==> src/rtl/combo_lock_pkg.sv <==
// ============================================================================
//  Module      : combo_lock_pkg
//  Description : Shared state encoding, constants and width helpers for the
//                keypad combination lock controller.
//  Revision    : 1.0
// ============================================================================
`default_nettype none

package combo_lock_pkg;

    typedef enum logic [1:0] {
        ENROLL   = 2'd0,
        ARMED    = 2'd1,
        UNLOCKED = 2'd2,
        LOCKOUT  = 2'd3
    } state_t;

    localparam int unsigned KEY_NONE = 0;

    // Bits needed to hold values 0..n-1, never narrower than one bit.
    function automatic int unsigned width_of(input int unsigned n);
        return (n <= 2) ? 1 : $clog2(n);
    endfunction

    function automatic int unsigned timer_width(input int unsigned a, input int unsigned b);
        return width_of(((a > b) ? a : b) + 1);
    endfunction

endpackage

`default_nettype wire

==> src/rtl/combo_key_event.sv <==
// ============================================================================
//  Module      : combo_key_event
//  Description : Turns a level keypad code into one press event per keystroke.
//  Revision    : 1.0
// ============================================================================
`default_nettype none

module combo_key_event
    import combo_lock_pkg::*;
#(
    parameter int KEY_W = 4
) (
    input  logic             clk,
    input  logic             rst_n,
    input  logic [KEY_W-1:0] key_i,
    output logic             press_o,
    output logic [KEY_W-1:0] key_o
);

    logic w_idle;
    logic r_release;

    assign w_idle = (key_i == KEY_W'(KEY_NONE));

    // Armed only after an idle cycle; a key held through reset stays silent.
    always_ff @(posedge clk or negedge rst_n) begin
        if (!rst_n) begin
            r_release <= 1'b0;
        end else begin
            r_release <= w_idle;
        end
    end

    assign press_o = !w_idle && r_release;
    assign key_o   = key_i;

endmodule

`default_nettype wire

==> src/rtl/combo_lock_ctrl.sv <==
// ============================================================================
//  Module      : combo_lock_ctrl
//  Description : Enrolment / verification FSM with failed-attempt lockout and
//                auto-relock timer for a keypad combination lock.
//  Revision    : 1.0
// ============================================================================
`default_nettype none

module combo_lock_ctrl
    import combo_lock_pkg::*;
#(
    parameter int DIGITS      = 4,
    parameter int KEY_W       = 4,
    parameter int MAX_FAILS   = 3,
    parameter int LOCKOUT_CYC = 1000,
    parameter int RELOCK_CYC  = 5000
) (
    input  logic                                clk,
    input  logic                                rst_n,
    input  logic [KEY_W-1:0]                    key_i,
    input  logic                                relock_i,
    input  logic                                master_clr_i,
    output logic                                unlock_o,
    output logic                                locked_out_o,
    output logic                                enrolled_o,
    output logic [width_of(DIGITS)-1:0]         digit_idx_o,
    output logic [width_of(MAX_FAILS+1)-1:0]    fail_cnt_o
);

    localparam int IW = width_of(DIGITS);
    localparam int FW = width_of(MAX_FAILS + 1);
    localparam int TW = timer_width(LOCKOUT_CYC, RELOCK_CYC);

    localparam logic [IW-1:0] c_last_idx  = IW'(DIGITS - 1);
    localparam logic [FW-1:0] c_fail_max  = FW'(MAX_FAILS);
    localparam logic [FW-1:0] c_fail_last = FW'(MAX_FAILS - 1);
    localparam logic [TW-1:0] c_relock    = TW'(RELOCK_CYC - 1);
    localparam logic [TW-1:0] c_lockout   = TW'(LOCKOUT_CYC - 1);

    state_t           r_state;
    logic [KEY_W-1:0] r_code [DIGITS];
    logic [IW-1:0]    r_digit_idx;
    logic [FW-1:0]    r_fail_cnt;
    logic [TW-1:0]    r_timer;

    logic             w_press;
    logic [KEY_W-1:0] w_key;
    logic             w_match;

    combo_key_event #(
        .KEY_W   (KEY_W)
    ) u_key_event (
        .clk     (clk),
        .rst_n   (rst_n),
        .key_i   (key_i),
        .press_o (w_press),
        .key_o   (w_key)
    );

    assign w_match = (w_key == r_code[r_digit_idx]);

    always_ff @(posedge clk or negedge rst_n) begin
        if (!rst_n) begin
            r_state     <= ENROLL;
            for (int i = 0; i < DIGITS; i++) r_code[i] <= '0;
            r_digit_idx <= '0;
            r_fail_cnt  <= '0;
            r_timer     <= '0;
        end else if (master_clr_i) begin
            r_state     <= ENROLL;
            for (int i = 0; i < DIGITS; i++) r_code[i] <= '0;
            r_digit_idx <= '0;
            r_fail_cnt  <= '0;
            r_timer     <= '0;
        end else begin
            case (r_state)
                ENROLL: begin
                    if (w_press) begin
                        r_code[r_digit_idx] <= w_key;
                        if (r_digit_idx == c_last_idx) begin
                            r_state     <= ARMED;
                            r_digit_idx <= '0;
                        end else begin
                            r_digit_idx <= r_digit_idx + 1'b1;
                        end
                    end
                end
                ARMED: begin
                    if (w_press) begin
                        if (w_match) begin
                            if (r_digit_idx == c_last_idx) begin
                                r_state     <= UNLOCKED;
                                r_fail_cnt  <= '0;
                                r_digit_idx <= '0;
                                r_timer     <= c_relock;
                            end else begin
                                r_digit_idx <= r_digit_idx + 1'b1;
                            end
                        end else begin
                            // A wrong key restarts the entry; it is not a first digit.
                            r_digit_idx <= '0;
                            if (r_fail_cnt == c_fail_last) begin
                                r_fail_cnt <= c_fail_max;
                                r_state    <= LOCKOUT;
                                r_timer    <= c_lockout;
                            end else begin
                                r_fail_cnt <= r_fail_cnt + 1'b1;
                            end
                        end
                    end
                end
                UNLOCKED: begin
                    if (relock_i) begin
                        r_state     <= ENROLL;
                        for (int i = 0; i < DIGITS; i++) r_code[i] <= '0;
                        r_digit_idx <= '0;
                    end else if (r_timer == '0) begin
                        r_state <= ARMED;
                    end else begin
                        r_timer <= r_timer - 1'b1;
                    end
                end
                LOCKOUT: begin
                    if (r_timer == '0) begin
                        r_state     <= ARMED;
                        r_fail_cnt  <= '0;
                        r_digit_idx <= '0;
                    end else begin
                        r_timer <= r_timer - 1'b1;
                    end
                end
                default: r_state <= ENROLL;
            endcase
        end
    end

    assign unlock_o     = (r_state == UNLOCKED);
    assign locked_out_o = (r_state == LOCKOUT);
    assign enrolled_o   = (r_state != ENROLL);
    assign digit_idx_o  = r_digit_idx;
    assign fail_cnt_o   = r_fail_cnt;

endmodule

`default_nettype wire

==> config.mk <==
export PLATFORM = sky130hd
export DESIGN_NAME = combo_lock_ctrl
export DESIGN_NICKNAME = d
export VERILOG_FILES = /design/src/rtl/combo_lock_pkg.sv /design/src/rtl/combo_key_event.sv /design/src/rtl/combo_lock_ctrl.sv
export SDC_FILE = /design/constraint.sdc
export NUM_CORES = 1
export LEC_CHECK = 0
export CORE_MARGIN = 1
export CORE_UTILIZATION = 53
export DETAILED_ROUTE_END_ITERATION = 16
export PLACE_DENSITY_LB_ADDON = 0.25
export SLEW_MARGIN = 30
export SYNTH_ARGS = -nofsm -noshare
export SYNTH_HDL_FRONTEND = slang
export SYNTH_HIERARCHICAL = 1
export SYNTH_SLANG_ARGS = --single-unit
==> constraint.sdc <==
create_clock -name clk -period 2.2 [get_ports clk]
set_input_delay 0.66 -clock clk [delete_from_list [all_inputs] [get_ports clk]]
set_output_delay 0.66 -clock clk [all_outputs]
set_load 0.1 [all_outputs]
==> metrics, run 1 <==
layout cell share with drive strength beyond 1 0.345; switching share of power 0.378; first-pass GRT wire length 8.47 mm; RSZ-0062 raised after global routing true; Top Ports 15; Detailed Place HPWL 3.64 mm; clk slew on worst S/H paths 0.07 ns; die area about 4400 um^2; EDFF count, synth 0; # clock sinks 36; Crit path max-delay family multiplexers; post-route clock period utilization 1.02; initial core utilization 0.553; Logic pwr share 0.407; status finished with violations; hold_buf cts 0; clock share of power 0.229; setup bufs post-CTS 0; vias in the first global route 1743; synth-to-layout area growth 29.1%; failing checks negative setup slack; slew margin rel. 0.450; antenna violations before repair 0; DR vias/cell approximately 6; final wirelength 5.16 mm; pre-CTS WS -0.461 ns; Net Switching 840 uW; Slowest cell on crit path mux4_2; Max rail drop VDD roughly 530 uV; WS Path Type reg -> reg; CORE AREA 4000 um^2; Clock Skew approximately 0.0053 ns; Worst EP required 2.39 ns; syn nets 230; routed via count 1825; H-tree levels 2; critical path launch point type register; Hold Fails Final Rpt 0; Post-Syn Area 2210 um^2; Die W 66.6 um; critical path endpoint category register; DR pass1 iterations 5; worst slew pin tran between 0.8 and 0.9 ns; # port buffers 14; largest cells by area after synthesis dfrtp_1, a22o_1, mux4_1; setup TNS -0.139 ns; final setup vio count 5; sequential power share 0.364; post-synth top area share 0.407; register area share after synthesis 0.407; total gr overflow 0; Cell Int Power 1.38 mW; die height 66.6 um; nets roughly 270; Residual DRC 0; Rows 23; Power per Cell Area 778 nW/um^2; fmax ~450 MHz; dominant cell type by area after synthesis dfrtp_1; placed cells 300; GR Util All Layers 0.261; async set-or-reset flop fraction in the synthesized netlist 1.00; synth warn 6; CP Cell Sequence mux4_2 > xnor2_2 > nand4_4 > mux2_4 > and2_0 > o211a_1; WL/cell 16.7 um; Hold WC Path Type in -> async; arrival time at the worst endpoint 2.43 ns; Clock Tree Buf Depth 2; worst path bufs/invs 0; largest net degree at the start of global routing 37; Post-Synthesis Cells 215; DRT antenna net count 0; clock root buffer clkbuf_8; TritonCTS Buffers 5; Yosys cell types 52; initial DRC count 128; CTS tree yes; fin. max-slew vios 0; crit path time final approximately 2.2 ns; Yosys reg bits 36; GPL Wtd Cong around 0.84; post-route insts no fill 308; clk_lat worst skew 0.30 ns; Mapped Avg Cell Area 10.3 um^2; CP Max Fanout 5; Antenna diodes 0; max-cap violations 0; Post-synth top flop dfrtp_1; CP max stage delay ~0.55 ns; Leak Pwr 1.26 nW; final setup margin -0.0403 ns
[sequential cells by signal, indices dropped and copies added, names as in the netlist]
signal / flops
digit_idx_o: 2
fail_cnt_o: 2
r_code: 16
r_state: 2
r_timer: 13
u_key_event/r_release: 1
[cells in the final DEF (no fill, tap or decap), types with 5 or more instances in the layout]
cell type	synthesis	layout
dfrtp_1	36	34
buf_4	4	29
a22o_1	16	16
nor2_1	14	13
nand2_1	15	12
nand3_1	8	8
o21ai_1	6	8
buf_12	0	8
inv_1	7	7
nor3_1	7	7
ha_1	7	7
o21ai_0	12	6
a21oi_1	7	6
clkbuf_8	0	6
and2_1	5	5
o21ai_2	1	5
nor4_1	6	5
[cells in the mapped netlist (all sizes together) (4+ instances only)]
cell	number
nor4	7
a211oi	4
o21ai	19
and2	6
inv	7
a21oi	7
ha	7
nor2	15
clkbuf	5
nand2	15
dfrtp	36
mux4	4
nand3	8
xnor2	4
a22o	16
nor3	7
buf	7
[cell type report]
cell class,instances,area (um^2)
Fill cell,297,1150
Sequential cell,36,906
Clock inverter,1,7.51
Tap cell,50,62.6
Timing Repair Buffer,47,472
Inverter,7,26.3
Multi-Input combinational cell,160,1290
Clock buffer,7,86.3
[metal layers]
| metal | routed length (um) | GRT usage |
|---|---|---|
| met3 | 221 | 0.0445 |
| met1 | 2400 | 0.363 |
| met5 | 0 | 0 |
| met2 | 2450 | 0.400 |
| met4 | 79 | 0.106 |
[repair_timing]
action / 4_1_cts / 5_1_grt
endpoints found under the hold margin: 0 / 0
endpoints found under the setup margin: 30 / 29
gates cloned: 0 / 0
pin swaps: 12 / 1
resized for setup: 16 / 16
[worst register-to-register path, delay by kind of cell (launching register included)]
family | cells | cell delay (ns)
DFF | 1 | 0.47
muxes | 2 | 0.94
and+or+nand+nor | 2 | 0.32
xor gates and xnor gates | 1 | 0.20
AOI/OAI and AO/OA | 1 | 0.20
[power by group through the flow]
| stage | Clock [mW] | Sequential [mW] | Combinational [mW] |
|---|---|---|---|
| after detailed placement | 0 | 0.814 | 0.856 |
| after floorplan | 0 | 0.898 | 0.445 |
| after global routing | 0.551 | 0.819 | 0.973 |
| after CTS | 0.520 | 0.804 | 0.875 |
| after global placement | 0 | 0.813 | 0.843 |
| final | 0.508 | 0.809 | 0.903 |
[per-stage QoR]
stage,power (mW),hold slack (ns),util,cell area (um^2)
after floorplan,1.34,0.364,-,2210
after global placement,1.66,0.465,0.663,2650
after detailed placement,1.67,0.464,0.663,2650
after CTS,2.20,0.492,0.700,2800
after global routing,2.34,0.515,0.713,2850
final,2.22,0.451,0.713,2850
[worst paths after layout]
path	slack (ns)	cells after the start	end	startpoint
worst max-delay path	-0.04	6	r_timer[8]$_DFFE_PN0P_	digit_idx_o[0]$_DFFE_PN0P_
worst min-delay path	0.45	1	r_timer[0]$_DFFE_PN0P_	rst_n
worst max register to register	-0.04	6	r_timer[8]$_DFFE_PN0P_	digit_idx_o[0]$_DFFE_PN0P_
worst min register to register	0.49	1	r_timer[11]$_DFFE_PN0P_	r_timer[11]$_DFFE_PN0P_
max in group asynchronous	1.14	1	digit_idx_o[0]$_DFFE_PN0P_	rst_n
min in group clk	0.49	1	r_timer[11]$_DFFE_PN0P_	r_timer[11]$_DFFE_PN0P_
[cells by family (layout without fill, tap and decap cells)]
logic type	Yosys count	after routing	synth area share
xor gates and xnor gates	4	4	0.0294
adders and majority gates	7	7	0.0396
and+or+nand+nor	78	78	0.194
muxes	7	7	0.0696
buffers and inverters	19	62	0.0492
DFF	36	36	0.407
AOI/OAI and AO/OA	64	64	0.211
(Power assumes the default switching activity.)
==> run 2: changes to the inputs <==
clock period = 1.8 ns   (was 2.2 ns; I/O delays follow)
==> run 2 against run 1 <==
  * The run still ends with negative setup slack left
  * Wire length is 73% higher
  * Register-to-register slack got worse by 0.58 ns
  * First-iteration DRC count increased to 2.9 times the previous value
  * Die area unchanged
  * Clock skew fell by 0.00053 ns
==> metrics, run 2 (same netlist as run 1, synthesis figures left out) <==
status finished with violations; failing checks negative setup slack; fmax 413 MHz; GR Util All Layers 0.395; commonest non-fill, non-tap cell in the layout buf_4; most frequent cells in the layout buf_4, dfrtp_1, a22o_1; layout cell share with drive strength beyond 1 0.573; placed cells between 300 and 400; Detailed Place HPWL 4.36 mm; die height 66.6 um; largest net degree at the start of global routing 37; post-route insts no fill 359; Rows 23; routed via count 2444; crit path time final 2.42 ns; register area 907 um^2; max reg flops 16; final wirelength between 8 and 9 mm; post-route clock period utilization 1.35; Slowest cell on crit path a221o_1; H-tree levels 2; worst slew pin tran 0.565 ns; Crit path max-delay family compound AO/OA/AOI/OAI gates; fin. max-slew vios 0; synth-to-layout area growth 57.4%; final setup vio count 28; vias in the first global route 2375; Hold WC Path Type reg -> reg; multi-input logic area 1470 um^2; # port buffers 14; Clock Skew 0.00474 ns; clk_lat worst skew 0.30 ns; Worst EP required between 1.5 and 2 ns; Clock Tree Buf Depth 2; DRT antenna net count 0; GPL Wtd Cong 0.890; setup TNS -9.04 ns; CORE AREA 4000 um^2; WL/cell 24.8 um; initial DRC count 365; critical path endpoint category register; CP Cell Sequence inv_2 > ha_2 > nor4b_2 > buf_4 > and3_4 > a221o_1 > buf_4 > mux2_4 > o21ai_1 > o21ai_1; Top Ports 15; clock root buffer clkbuf_8; pre-CTS WS -0.821 ns; worst hold margin 0.517 ns; hold_buf cts 0; slew margin rel. 0.620; CP Max Fanout 5; initial core utilization 0.553; final setup margin -0.621 ns; Residual DRC 0; CP max stage delay about 0.44 ns; critical path launch point type register; Power per Cell Area approximately 920 nW/um^2; first-pass GRT wire length 12.4 mm; Antenna diodes 0; RSZ-0062 raised after global routing true; arrival time at the worst endpoint 2.60 ns; nets 323; Leak Pwr roughly 1.6 nW; total gr overflow 0; die area ~4400 um^2; Max rail drop VDD 597 uV; # clock sinks 36; CTS tree yes; Hold Fails Final Rpt 0; DR pass1 iterations 6; TritonCTS Buffers 5; worst path bufs/invs 3; WS Path Type reg -> reg; clk slew on worst S/H paths 0.08 ns; antenna violations before repair 0; Most flops, register r_code; max-cap violations 0; DR vias/cell 6.81; Die W approximately 67 um; Fill cells 171; biggest regs r_code (16), r_timer (13)
-- run 2: cell count changes in the layout (fill, tap and decap cells not counted), moves of 5 or more --
cell,delta
and2_1,-5
and2_4,+6
o21ai_2,+6
buf_4,+41
buf_6,+7
-- run 2: timing repair --
action / 4_1_cts / 5_1_grt
pin swaps: 18 / 18
gates cloned: 3 / 0
setup endpoints to repair: 38 / 37
resized for setup: 69 / 27
buffers inserted: 13 / 9
-- run 2: worst paths after layout --
path	start	end	slack, ns	cells past startpoint
max in group asynchronous	rst_n	r_state[1]$_DFFE_PN0P_	0.98	2
worst max-delay path	r_timer[0]$_DFFE_PN0P_	r_timer[3]$_DFFE_PN0P_	-0.62	10
worst min register to register	r_code[11]$_DFFE_PN0P_	r_code[11]$_DFFE_PN0P_	0.52	1
worst min-delay path	r_code[11]$_DFFE_PN0P_	r_code[11]$_DFFE_PN0P_	0.52	1
worst max register to register	r_timer[0]$_DFFE_PN0P_	r_timer[3]$_DFFE_PN0P_	-0.62	10
min in group asynchronous	rst_n	r_code[1]$_DFFE_PN0P_	0.61	2
-- run 2: layout make-up --
| cell class | count | area share |
|---|---|---|
| clock buffer | 5 | 0.0198 |
| tap | 50 | 0.0180 |
| clock inverter | 3 | 0.00539 |
| inverter | 7 | 0.00755 |
| timing repair buffer | 97 | 0.267 |
| sequential | 36 | 0.261 |
| multi-input combinational | 161 | 0.421 |
-- run 2: worst register-to-register path: cells and delay by family, from the launching register on --
family | cells | cell delay [ns]
simple gates | 2 | 0.31
flops | 1 | 0.39
fa+ha+maj | 1 | 0.17
mux | 1 | 0.32
buf+inv | 3 | 0.36
compound gates | 3 | 0.75
-- run 2: metal layers --
metal / vias to the layer above / track usage / wire length (um)
li1: 987 / - / -
met1: 1201 / 0.465 / 3350
met2: 191 / 0.655 / 4260
met3: 65 / 0.0856 / 763
met4: 0 / 0.234 / 550
met5: - / 0 / 0
-- run 2: per-stage QoR --
step / power [mW] / util / area [um^2]
floorplan: 1.66 / - / 2240
global placement: 2.12 / 0.727 / 2910
detailed placement: 2.17 / 0.727 / 2910
CTS: 2.97 / 0.839 / 3360
global route: 3.27 / 0.870 / 3480
finish: 3.19 / 0.870 / 3480
-- run 2: report_power, final --
part / internal [mW] / switching [mW] / leakage (nW)
sequential: 0.894 / 0.0766 / 0.479
clock: 0.270 / 0.329 / 0.0479
combinational: 0.729 / 0.889 / 1.08
==> run 3: changes to the inputs <==
CAP_MARGIN = 20   (was not set)
==> results of run 3 <==
Same layout as run 2: the final DEF is identical, and so are final timing and power.
